### src/rtl/affine_mv_ctrl_pkg.sv
// ==== affine_pkg : shared types and constants for the affine CPMV controller == rev 1.0 ====
`default_nettype none

package affine_pkg;

  localparam int MV_W_DEF  = 16;
  localparam int CP_NUM_4P = 2;
  localparam int CP_NUM_6P = 3;

  typedef enum logic [2:0] {
    ST_IDLE  = 3'd0,
    ST_LOAD  = 3'd1,
    ST_FLUSH = 3'd2,
    ST_START = 3'd3,
    ST_WAIT  = 3'd4
  } state_t;

  // Index of the final CPMV of an operation in the given mode
  function automatic logic [1:0] cp_last(input logic mode_6p);
    return mode_6p ? 2'(CP_NUM_6P - 1) : 2'(CP_NUM_4P - 1);
  endfunction

endpackage

`default_nettype wire

### src/rtl/affine_mv_ctrl_if.sv
// ==== affine_mv_ctrl_if : CPMV stream, calculator handshake and write bus == rev 1.0 ====
`default_nettype none

interface affine_mv_ctrl_if
  import affine_pkg::*;
#(
  parameter int MV_W = MV_W_DEF
);
  logic            MODE_6P;
  logic            MV_VALID;
  logic [MV_W-1:0] MV_DATA;
  logic            MV_READY;
  logic            ABORT;
  logic            CALC_DONE;
  logic [MV_W-1:0] WR_DATA;
  logic [2:0]      WE_CP;
  logic            MODE_OUT;
  logic            START;
  logic            BUSY;
  logic            DONE;
  logic            ERR;

  modport master (
    output MODE_6P, MV_VALID, MV_DATA, ABORT, CALC_DONE,
    input  MV_READY, WR_DATA, WE_CP, MODE_OUT, START, BUSY, DONE, ERR
  );

  modport slave (
    input  MODE_6P, MV_VALID, MV_DATA, ABORT, CALC_DONE,
    output MV_READY, WR_DATA, WE_CP, MODE_OUT, START, BUSY, DONE, ERR
  );
endinterface

`default_nettype wire

### src/rtl/affine_mv_ctrl_watchdog.sv
// ==== mv_watchdog : WAIT-state cycle counter with clear, enable and expiry == rev 1.0 ====
`default_nettype none

module mv_watchdog
  import affine_pkg::*;
#(
  parameter int TIMEOUT = 1023
) (
  input  wire logic CLK,
  input  wire logic RST_ASYNC_N,
  input  wire logic clr_i,
  input  wire logic en_i,
  output logic      exp_o
);
  localparam int            CW    = $clog2(TIMEOUT + 1);
  localparam logic [CW-1:0] LIMIT = CW'(TIMEOUT);

  logic [CW-1:0] cnt_q;
  logic [CW-1:0] cnt_d;

  assign cnt_d = cnt_q + CW'(1);
  // Expires on the enabled cycle whose increment brings the count to TIMEOUT
  assign exp_o = en_i && (cnt_d == LIMIT);

  always_ff @(posedge CLK or negedge RST_ASYNC_N) begin
    if (!RST_ASYNC_N) begin
      cnt_q <= '0;
    end else if (clr_i) begin
      cnt_q <= '0;
    end else if (en_i) begin
      cnt_q <= cnt_d;
    end
  end
endmodule

`default_nettype wire

### src/rtl/affine_mv_ctrl.sv
// ==== affine_mv_ctrl : steers 2/3 CPMVs into the CPMV bank, then starts and ==
// ==== supervises the affine calculator                              rev 1.0 ====
`default_nettype none

module affine_mv_ctrl
  import affine_pkg::*;
#(
  parameter int MV_W    = MV_W_DEF,
  parameter int TIMEOUT = 1023
) (
  input wire logic         CLK,
  input wire logic         RST_ASYNC_N,
  affine_mv_ctrl_if.slave  bus
);
  state_t          state_q;
  logic [1:0]      idx_q;
  logic [MV_W-1:0] wr_data_q;
  logic [2:0]      we_cp_q;
  logic            mode_q;
  logic            start_q;
  logic            done_q;
  logic            err_q;

  logic hs;
  logic wd_clr;
  logic wd_en;
  logic wd_exp;

  assign bus.MV_READY = (state_q == ST_IDLE) || (state_q == ST_LOAD);
  assign hs           = bus.MV_VALID && bus.MV_READY;

  assign bus.WR_DATA  = wr_data_q;
  assign bus.WE_CP    = we_cp_q;
  assign bus.MODE_OUT = mode_q;
  assign bus.START    = start_q;
  assign bus.BUSY     = (state_q != ST_IDLE);
  assign bus.DONE     = done_q;
  assign bus.ERR      = err_q;

  // CALC_DONE and ABORT both outrank the watchdog in the same cycle
  assign wd_clr = (state_q == ST_START);
  assign wd_en  = (state_q == ST_WAIT) && !bus.CALC_DONE && !bus.ABORT;

  mv_watchdog #(
    .TIMEOUT (TIMEOUT)
  ) u_watchdog (
    .CLK         (CLK),
    .RST_ASYNC_N (RST_ASYNC_N),
    .clr_i       (wd_clr),
    .en_i        (wd_en),
    .exp_o       (wd_exp)
  );

  always_ff @(posedge CLK or negedge RST_ASYNC_N) begin
    if (!RST_ASYNC_N) begin
      state_q   <= ST_IDLE;
      idx_q     <= 2'd0;
      wr_data_q <= '0;
      we_cp_q   <= 3'b000;
      mode_q    <= 1'b0;
      start_q   <= 1'b0;
      done_q    <= 1'b0;
      err_q     <= 1'b0;
    end else begin
      we_cp_q <= 3'b000;
      start_q <= 1'b0;
      done_q  <= 1'b0;
      err_q   <= 1'b0;
      if (bus.ABORT) begin
        state_q <= ST_IDLE;
        idx_q   <= 2'd0;
      end else begin
        if (hs) begin
          wr_data_q <= bus.MV_DATA;
          we_cp_q   <= 3'b001 << idx_q;
          idx_q     <= idx_q + 2'd1;
        end
        case (state_q)
          ST_IDLE: begin
            if (hs) begin
              mode_q  <= bus.MODE_6P;
              state_q <= ST_LOAD;
            end
          end
          ST_LOAD: begin
            if (hs && (idx_q == cp_last(mode_q))) begin
              state_q <= ST_FLUSH;
            end
          end
          // START is registered, so it is raised on the way into ST_START
          ST_FLUSH: begin
            start_q <= 1'b1;
            state_q <= ST_START;
          end
          ST_START: begin
            state_q <= ST_WAIT;
          end
          ST_WAIT: begin
            if (bus.CALC_DONE) begin
              done_q  <= 1'b1;
              idx_q   <= 2'd0;
              state_q <= ST_IDLE;
            end else if (wd_exp) begin
              err_q   <= 1'b1;
              idx_q   <= 2'd0;
              state_q <= ST_IDLE;
            end
          end
          default: begin
            idx_q   <= 2'd0;
            state_q <= ST_IDLE;
          end
        endcase
      end
    end
  end
endmodule

`default_nettype wire

### src/flat_wrapper.sv
// flat-port wrapper written by rule: the top's interface ports become plain ports
module affine_mv_ctrl_flat import affine_pkg::*;
#(
  parameter int MV_W    = MV_W_DEF,
  parameter int TIMEOUT = 1023
)
  (CLK, RST_ASYNC_N, bus_MODE_6P, bus_MV_VALID, bus_MV_DATA, bus_ABORT, bus_CALC_DONE, bus_MV_READY, bus_WR_DATA, bus_WE_CP, bus_MODE_OUT, bus_START, bus_BUSY, bus_DONE, bus_ERR);
  affine_mv_ctrl_if #(.MV_W(MV_W)) bus_i ();
  input wire logic CLK;
  input wire logic RST_ASYNC_N;
  input wire logic [$bits(bus_i.MODE_6P)-1:0] bus_MODE_6P;
  input wire logic [$bits(bus_i.MV_VALID)-1:0] bus_MV_VALID;
  input wire logic [$bits(bus_i.MV_DATA)-1:0] bus_MV_DATA;
  input wire logic [$bits(bus_i.ABORT)-1:0] bus_ABORT;
  input wire logic [$bits(bus_i.CALC_DONE)-1:0] bus_CALC_DONE;
  output wire logic [$bits(bus_i.MV_READY)-1:0] bus_MV_READY;
  output wire logic [$bits(bus_i.WR_DATA)-1:0] bus_WR_DATA;
  output wire logic [$bits(bus_i.WE_CP)-1:0] bus_WE_CP;
  output wire logic [$bits(bus_i.MODE_OUT)-1:0] bus_MODE_OUT;
  output wire logic [$bits(bus_i.START)-1:0] bus_START;
  output wire logic [$bits(bus_i.BUSY)-1:0] bus_BUSY;
  output wire logic [$bits(bus_i.DONE)-1:0] bus_DONE;
  output wire logic [$bits(bus_i.ERR)-1:0] bus_ERR;
  assign bus_i.MODE_6P = bus_MODE_6P;
  assign bus_i.MV_VALID = bus_MV_VALID;
  assign bus_i.MV_DATA = bus_MV_DATA;
  assign bus_i.ABORT = bus_ABORT;
  assign bus_i.CALC_DONE = bus_CALC_DONE;
  assign bus_MV_READY = bus_i.MV_READY;
  assign bus_WR_DATA = bus_i.WR_DATA;
  assign bus_WE_CP = bus_i.WE_CP;
  assign bus_MODE_OUT = bus_i.MODE_OUT;
  assign bus_START = bus_i.START;
  assign bus_BUSY = bus_i.BUSY;
  assign bus_DONE = bus_i.DONE;
  assign bus_ERR = bus_i.ERR;
  affine_mv_ctrl #(.MV_W(MV_W), .TIMEOUT(TIMEOUT)) u_core (.CLK(CLK), .RST_ASYNC_N(RST_ASYNC_N), .bus(bus_i));
endmodule
### config.mk
export PLATFORM = sky130hd
export DESIGN_NAME = affine_mv_ctrl_flat
export DESIGN_NICKNAME = d
export VERILOG_FILES = /design/src/rtl/affine_mv_ctrl_pkg.sv /design/src/rtl/affine_mv_ctrl_if.sv /design/src/rtl/affine_mv_ctrl_watchdog.sv /design/src/rtl/affine_mv_ctrl.sv /design/src/flat_wrapper.sv
export SDC_FILE = /design/constraint.sdc
export NUM_CORES = 1
export LEC_CHECK = 0
export ABC_AREA = 1
export BUFFER_PORTS_ARGS = -buffer_cell sky130_fd_sc_hd__buf_2
export CORE_MARGIN = 2
export CORE_UTILIZATION = 52
export DETAILED_ROUTE_END_ITERATION = 10
export PLACE_DENSITY = 0.76
export SETUP_SLACK_MARGIN = 0.4
export SYNTH_ARGS = -nofsm -noshare
export SYNTH_HDL_FRONTEND = slang
export SYNTH_SLANG_ARGS = --single-unit
export TNS_END_PERCENT = 20
### constraint.sdc
create_clock -name CLK -period 1.8 [get_ports CLK]
set_input_delay 0.18 -clock CLK [delete_from_list [all_inputs] [get_ports CLK]]
set_output_delay 0.18 -clock CLK [all_outputs]
set_load 0.005 [all_outputs]
==> out/metrics.cfg, run 1 <==
[status]
outcome=complete, no violations

[final_layout]
fin_cells=324
fillers=256
n_antenna_cell=0
drive_above_1_share_pct=39.2
final_core_util_pct=71.9
multi_input_area_um2=850
final_common_cell=buf_2
seq_area_um2=957
fin_nets=304
final_cell_mix=46 x buf_2, 37 x nand2_1, 33 x dfrtp_1
syn_to_final_growth_pct=30.6

[clock_network]
cts_root_buf=clkbuf_4
clock_path_buffers=2
cts_sinks=38
cts_tree=done
cts-buffers-inserted=5
htree_levels=2
clkLatencyLatePin_ns=0.35
clk_pin_slew_worst_paths_ns=0.12

[setup_path]
worst-r2r-cell-count=11
r2r_setup_slack_ns=0.24
worstSetupEndpointType=register
cp_common_cell=nand2_2
reg2reg_from=u_core.u_watchdog.cnt_q[0]$_DFFE_PN0P_
criticalPathCategory=register to register
slowest_stage=dfrtp_2
timing.rr.end=u_core.idx_q[1]$_DFF_PN0_
cp_max_fo=4
critPathLaunchType=register
required_ns=2.04
cpLargestDelayFamily=simple AND/OR/NAND/NOR gates
arrival_ns=1.80
critPathMaxStageDelay_ns=0.47
crit_chain=ha_4 > nand2_4 > inv_2 > nand2_2 > nand2_2 > nor2_1 > nand3_1 > nor2_2 > nand3_2 > nand2_2 > a21oi_1
crit_buf_inv=1

[timing]
slew_viol_final=0
finalSetupViolCount=0
skew_ns=0.00932
tightest_slew_ns=0.516
slew_headroom_pct=65.6
hold_viol_final=0
min_period_ns=1.56
fmax_mhz=639
tns_ns=0
fin_crit_sh_pct=86.9
rsz0062_at_grt=true

[die]
chipWidth_um=64.1
start_util_pct=55.1
num_rows=21
core_area_um2=3420
die_y_um=64.1
ios=47
die_area_um2=4110

[yosys]
syn-cell-area_um2=1880
synth_seq_area_share_pct=50.6
postSynthCellCount=211
synth_seq_cells=38
yosysUniqueCellTypes=24
synth.avg_cell_area_um2=8.91
syn_nets=238
synth_warnings=0

[drt]
vias=1682
drt_iter0_drc=92
drc=0
antenna_left=0
dr.pass1.iters=4
routedWlPerCell_um=13.4
routed_via_density=5.19
totalWireLength_um=4340

[global_route]
grt_usage_pct=21.8
grt_max_degree=25
grt_pass1_wl_um=6870
grt.overflow.total=0
first_global_vias=1534
antenna_found_initial=0

[place]
place_congestion=0.859
dp_hpwl_um=2870
portBuffers=46
dp_cells=303

[min_path]
hold-path-endpoint=u_core.bus.WR_DATA[8]$_DFFE_PN0P_
worstHoldStart=bus_MV_DATA[8]
min_path_type=input pin to register
min_path_cells=2

[run]
max-cap-violations=0

[power_and_ir_drop]
powerDensity_nw_per_um2=1110
peakVddDrop_mv=0.749
power_mw=2.73
p_leak_nw=1.26

## power breakdown
part           total, mW  switching, mW  internal (mW)
combinational      0.793          0.396          0.397
clock              0.726          0.291          0.434
sequential          1.22          0.151           1.07
## sequential cells by signal (all words and copies together) (netlist names)
name,cells
u_core.bus.DONE,1
u_core.bus.ERR,1
u_core.bus.MODE_OUT,1
u_core.bus.START,1
u_core.bus.WE_CP,3
u_core.bus.WR_DATA,16
u_core.idx_q,2
u_core.state_q,3
u_core.u_watchdog.cnt_q,10
## cell families (layout without fill, tap and decap cells)
logic type	count (synthesis)	after routing	synth area share (%)
adders and majority gates	5	5	3.33
DFF	38	38	50.6
buffers and inverters	34	101	7.32
AOI/OAI and AO/OA	19	19	5.59
muxes	16	16	9.58
and+or+nand+nor	99	99	23.6
## synthesized netlist by cell type
| cell type | count | area, µm² |
|---|---|---|
| nor2_2 | 1 | 6.26 |
| ha_1 | 5 | 62.6 |
| a21oi_1 | 2 | 10.0 |
| nand2_2 | 1 | 6.26 |
| nand4_1 | 2 | 12.5 |
| nor2_4 | 1 | 11.3 |
| o211ai_1 | 1 | 7.51 |
| buf_2 | 2 | 10.0 |
| nor4_1 | 1 | 6.26 |
| a21boi_0 | 1 | 7.51 |
| o21ai_0 | 11 | 55.1 |
| mux2_2 | 14 | 158 |
| nor3_1 | 3 | 15.0 |
| buf_6 | 1 | 11.3 |
| nor2_1 | 21 | 78.8 |
| nand3_1 | 23 | 115 |
| mux2_1 | 2 | 22.5 |
| nand2_4 | 1 | 11.3 |
| inv_2 | 1 | 3.75 |
| inv_1 | 30 | 113 |
| nor3_4 | 1 | 16.3 |
| dfrtp_1 | 38 | 951 |
| o22ai_1 | 4 | 25.0 |
| nand2_1 | 44 | 165 |
## stage by stage
stage          instance area, µm²  worst slack [ns]  hold WS (ns)
2_1_floorplan                1890             0.389        -0.116
3_3_place_gp                 2170             0.219         0.186
3_5_place_dp                 2170             0.205         0.189
4_1_cts                      2390             0.261        0.0342
5_1_grt                      2460             0.151       0.00640
6_report                     2460             0.236        0.0369
## routing by layer
metal  part of all wire, %  track usage (%)  wire length [µm]  up-vias
li1                      -                -                 -      816
met1                    43             27.0              1860      792
met2                    50             36.3              2150       67
met3                   6.3             5.81               272        7
met4                   1.3             8.78                56        0
met5                     0                0                 0        -
## how the worst max path moves through the flow
stage | from | end | slack (ns) | cells past startpoint
after floorplan | u_core.state_q[2]$_DFFE_PN0P_ | u_core.bus.WR_DATA[12]$_DFFE_PN0P_ | 0.39 | 4
after global placement | u_core.u_watchdog.cnt_q[1]$_DFFE_PN0P_ | u_core.idx_q[0]$_DFF_PN0_ | 0.22 | 11
after detailed placement | u_core.u_watchdog.cnt_q[1]$_DFFE_PN0P_ | u_core.idx_q[1]$_DFF_PN0_ | 0.21 | 11
after CTS | u_core.state_q[0]$_DFFE_PN0P_ | u_core.idx_q[1]$_DFF_PN0_ | 0.26 | 8
after global routing | u_core.state_q[2]$_DFFE_PN0P_ | u_core.idx_q[1]$_DFF_PN0_ | 0.15 | 9
final | u_core.u_watchdog.cnt_q[0]$_DFFE_PN0P_ | u_core.idx_q[1]$_DFF_PN0_ | 0.24 | 11
## layout make-up
| type | instances | area share, % |
|---|---|---|
| well taps | 46 | 2.34 |
| flip-flops and latches | 38 | 39.0 |
| multi-input cells | 139 | 34.6 |
| clock inverters | 3 | 2.80 |
| inverters | 31 | 4.74 |
| repair buffers | 62 | 15.0 |
| clock buffers | 5 | 1.53 |
## what timing repair did
| item | CTS | global route |
|---|---|---|
| hold endpoints to repair | 22 | 0 |
| hold buffers | 1 | 0 |
| pin swaps | 8 | 6 |
| setup buffers | 7 | 5 |
| gates resized for setup | 13 | 8 |
| setup endpoints to repair | 33 | 34 |
(Power assumes the default switching activity.)
==> run 2, diff against run 1 <==
--- a/config.mk
+++ b/config.mk
@@ -11,6 +11,7 @@
 export CORE_UTILIZATION = 52
 export DETAILED_ROUTE_END_ITERATION = 10
 export PLACE_DENSITY = 0.76
+export RECOVER_POWER = 25
 export SETUP_SLACK_MARGIN = 0.4
 export SYNTH_ARGS = -nofsm -noshare
 export SYNTH_HDL_FRONTEND = slang
==> out/metrics.cfg, run 2 (synthesized netlist as in run 1, its figures left out) <==
[status]
outcome=complete, no violations

[drt]
drt_iter0_drc=92  ; unchanged
drc=0  ; unchanged
routed_via_density=5.18  ; -0.18%
antenna_left=0  ; unchanged
totalWireLength_um=4340  ; about the same
dr.pass1.iters=4  ; unchanged
routedWlPerCell_um=13.4  ; about the same
vias=1679  ; -0.18%

[power_and_ir_drop]
powerDensity_nw_per_um2=1110  ; +0.13%
p_leak_nw=1.25  ; -0.29%
peakVddDrop_mv=0.749  ; about the same

[clock_network]
clk_pin_slew_worst_paths_ns=0.12  ; about the same
cts-buffers-inserted=5  ; unchanged
cts_sinks=38  ; unchanged
clock_path_buffers=2  ; unchanged
cts_root_buf=clkbuf_4
htree_levels=2  ; unchanged
cts_tree=done
clkLatencyLatePin_ns=0.35  ; about the same

[die]
start_util_pct=55.1  ; unchanged
core_area_um2=3420  ; unchanged
chipWidth_um=64.1  ; unchanged
die_y_um=64.1  ; unchanged
die_area_um2=4110  ; unchanged
ios=47  ; unchanged
num_rows=21  ; unchanged

[setup_path]
crit_buf_inv=1  ; unchanged
critPathMaxStageDelay_ns=0.47  ; about the same
cp_common_cell=nand2_2
crit_chain=ha_4 > nand2_4 > inv_2 > nand2_2 > nand2_2 > nor2_1 > nand3_1 > nor2_2 > nand3_2 > nand2_2 > a21oi_1
worstSetupEndpointType=register
cpLargestDelayFamily=simple AND/OR/NAND/NOR gates
required_ns=2.04  ; about the same
critPathLaunchType=register
criticalPathCategory=register to register
cp_max_fo=4  ; unchanged
arrival_ns=1.80  ; about the same
slowest_stage=dfrtp_2

[global_route]
antenna_found_initial=0  ; unchanged
first_global_vias=1534  ; unchanged
grt_max_degree=25  ; unchanged
grt_usage_pct=21.8  ; unchanged
grt_pass1_wl_um=6870  ; unchanged
grt.overflow.total=0  ; unchanged

[timing]
tns_ns=0  ; unchanged
skew_ns=0.00906  ; -0.000261 ns
slew_headroom_pct=65.7  ; +0.12 points
fin_crit_sh_pct=86.9  ; about the same
slew_viol_final=0  ; unchanged
setup_ws_ns=0.236  ; -0.00000800 ns
fmax_mhz=639  ; about the same
rsz0062_at_grt=true
finalSetupViolCount=0  ; unchanged
tightest_slew_ns=0.514  ; -0.00173 ns
hold_viol_final=0  ; unchanged
min_period_ns=1.56  ; +0.00000800 ns

[final_layout]
syn_to_final_growth_pct=30.4
largest_register_ffs=16  ; unchanged
drive_above_1_share_pct=38.8  ; -0.36 points
stdcell_area_um2=2450  ; -0.15%
final_common_cell=buf_2
n_antenna_cell=0  ; unchanged
final_cell_mix=46 x buf_2, 37 x nand2_1, 33 x dfrtp_1
fin_nets=304  ; unchanged

[place]
dp_hpwl_um=2870  ; unchanged
portBuffers=46  ; unchanged
place_congestion=0.859  ; unchanged
place_area_um2=2170  ; unchanged
preCtsSetupSlack_ns=0.205  ; unchanged

[min_path]
min_path_type=input pin to register

[run]
max-cap-violations=0  ; unchanged

==> run 2: cell types whose count changed in the layout (fill, tap and decap cells not counted), sizes merged <==
cell / delta
clkbuf: +1
buf: -1
==> run 2: worst paths after layout <==
kind | startpoint | end | slack (ns) | cells after the start
worst min-delay path | bus_MV_DATA[8] | u_core.bus.WR_DATA[8]$_DFFE_PN0P_ | 0.04 | 2
worst min register to register | u_core.bus.WR_DATA[12]$_DFFE_PN0P_ | u_core.bus.WR_DATA[12]$_DFFE_PN0P_ | 0.51 | 1
worst max-delay path | u_core.u_watchdog.cnt_q[0]$_DFFE_PN0P_ | u_core.idx_q[1]$_DFF_PN0_ | 0.24 | 11
max in group asynchronous | RST_ASYNC_N | u_core.bus.WR_DATA[1]$_DFFE_PN0P_ | 0.78 | 3
worst max register to register | u_core.u_watchdog.cnt_q[0]$_DFFE_PN0P_ | u_core.idx_q[1]$_DFF_PN0_ | 0.24 | 11
min in group asynchronous | RST_ASYNC_N | u_core.bus.START$_DFF_PN0_ | 0.32 | 2
==> run 2: metrics by stage <==
stage / power [mW] / util [%] / instances / hold slack (ns)
global placement: 1.92 / 63.7 / 303 / 0.186
detailed placement: 1.95 / 63.7 / 303 / 0.189
finish: 2.73 / 71.8 / 324 / 0.0367
global route: 2.92 / 71.8 / 324 / 0.00640
floorplan: 1.64 / - / 211 / -0.116
CTS: 2.70 / 69.9 / 319 / 0.0342
==> run 2: metal layers <==
metal / track usage [%] / vias up / wire, µm
met4: 8.78 / 0 / 73
met2: 36.3 / 64 / 2140
met3: 5.81 / 9 / 260
met1: 27.0 / 790 / 1860
met5: 0 / - / 0
li1: - / 816 / -
==> run 2: worst register-to-register path, cell delays in order, from the launching register on <==
cell     delay [ns]
dfrtp_2        0.47
ha_4           0.19
nand2_4        0.08
inv_2          0.05
nand2_2        0.06
nand2_2        0.06
nor2_1         0.09
nand3_1        0.09
nor2_2         0.12
nand3_2        0.10
nand2_2        0.08
a21oi_1        0.07
==> run 2: what timing repair did <==
action	CTS	global route
hold endpoints to repair	22	0
resized for setup	13	8
endpoints found under the setup margin	33	34
hold buffers	1	0
buffers inserted	7	5
pin swaps	8	6
==> run 2: area by class of cell <==
cell class	count	area, µm²
timing repair buffer	62	365
multi-input combinational	139	850
tap	46	57.6
inverter	31	116
fill	256	963
clock inverter	3	68.8
clock buffer	5	37.5
sequential	38	957
==> run 2: power by group <==
part	internal [mW]	leakage [nW]	switching, mW
combinational	0.396	0.718	0.397
clock	0.434	0.0554	0.291
sequential	1.07	0.480	0.151
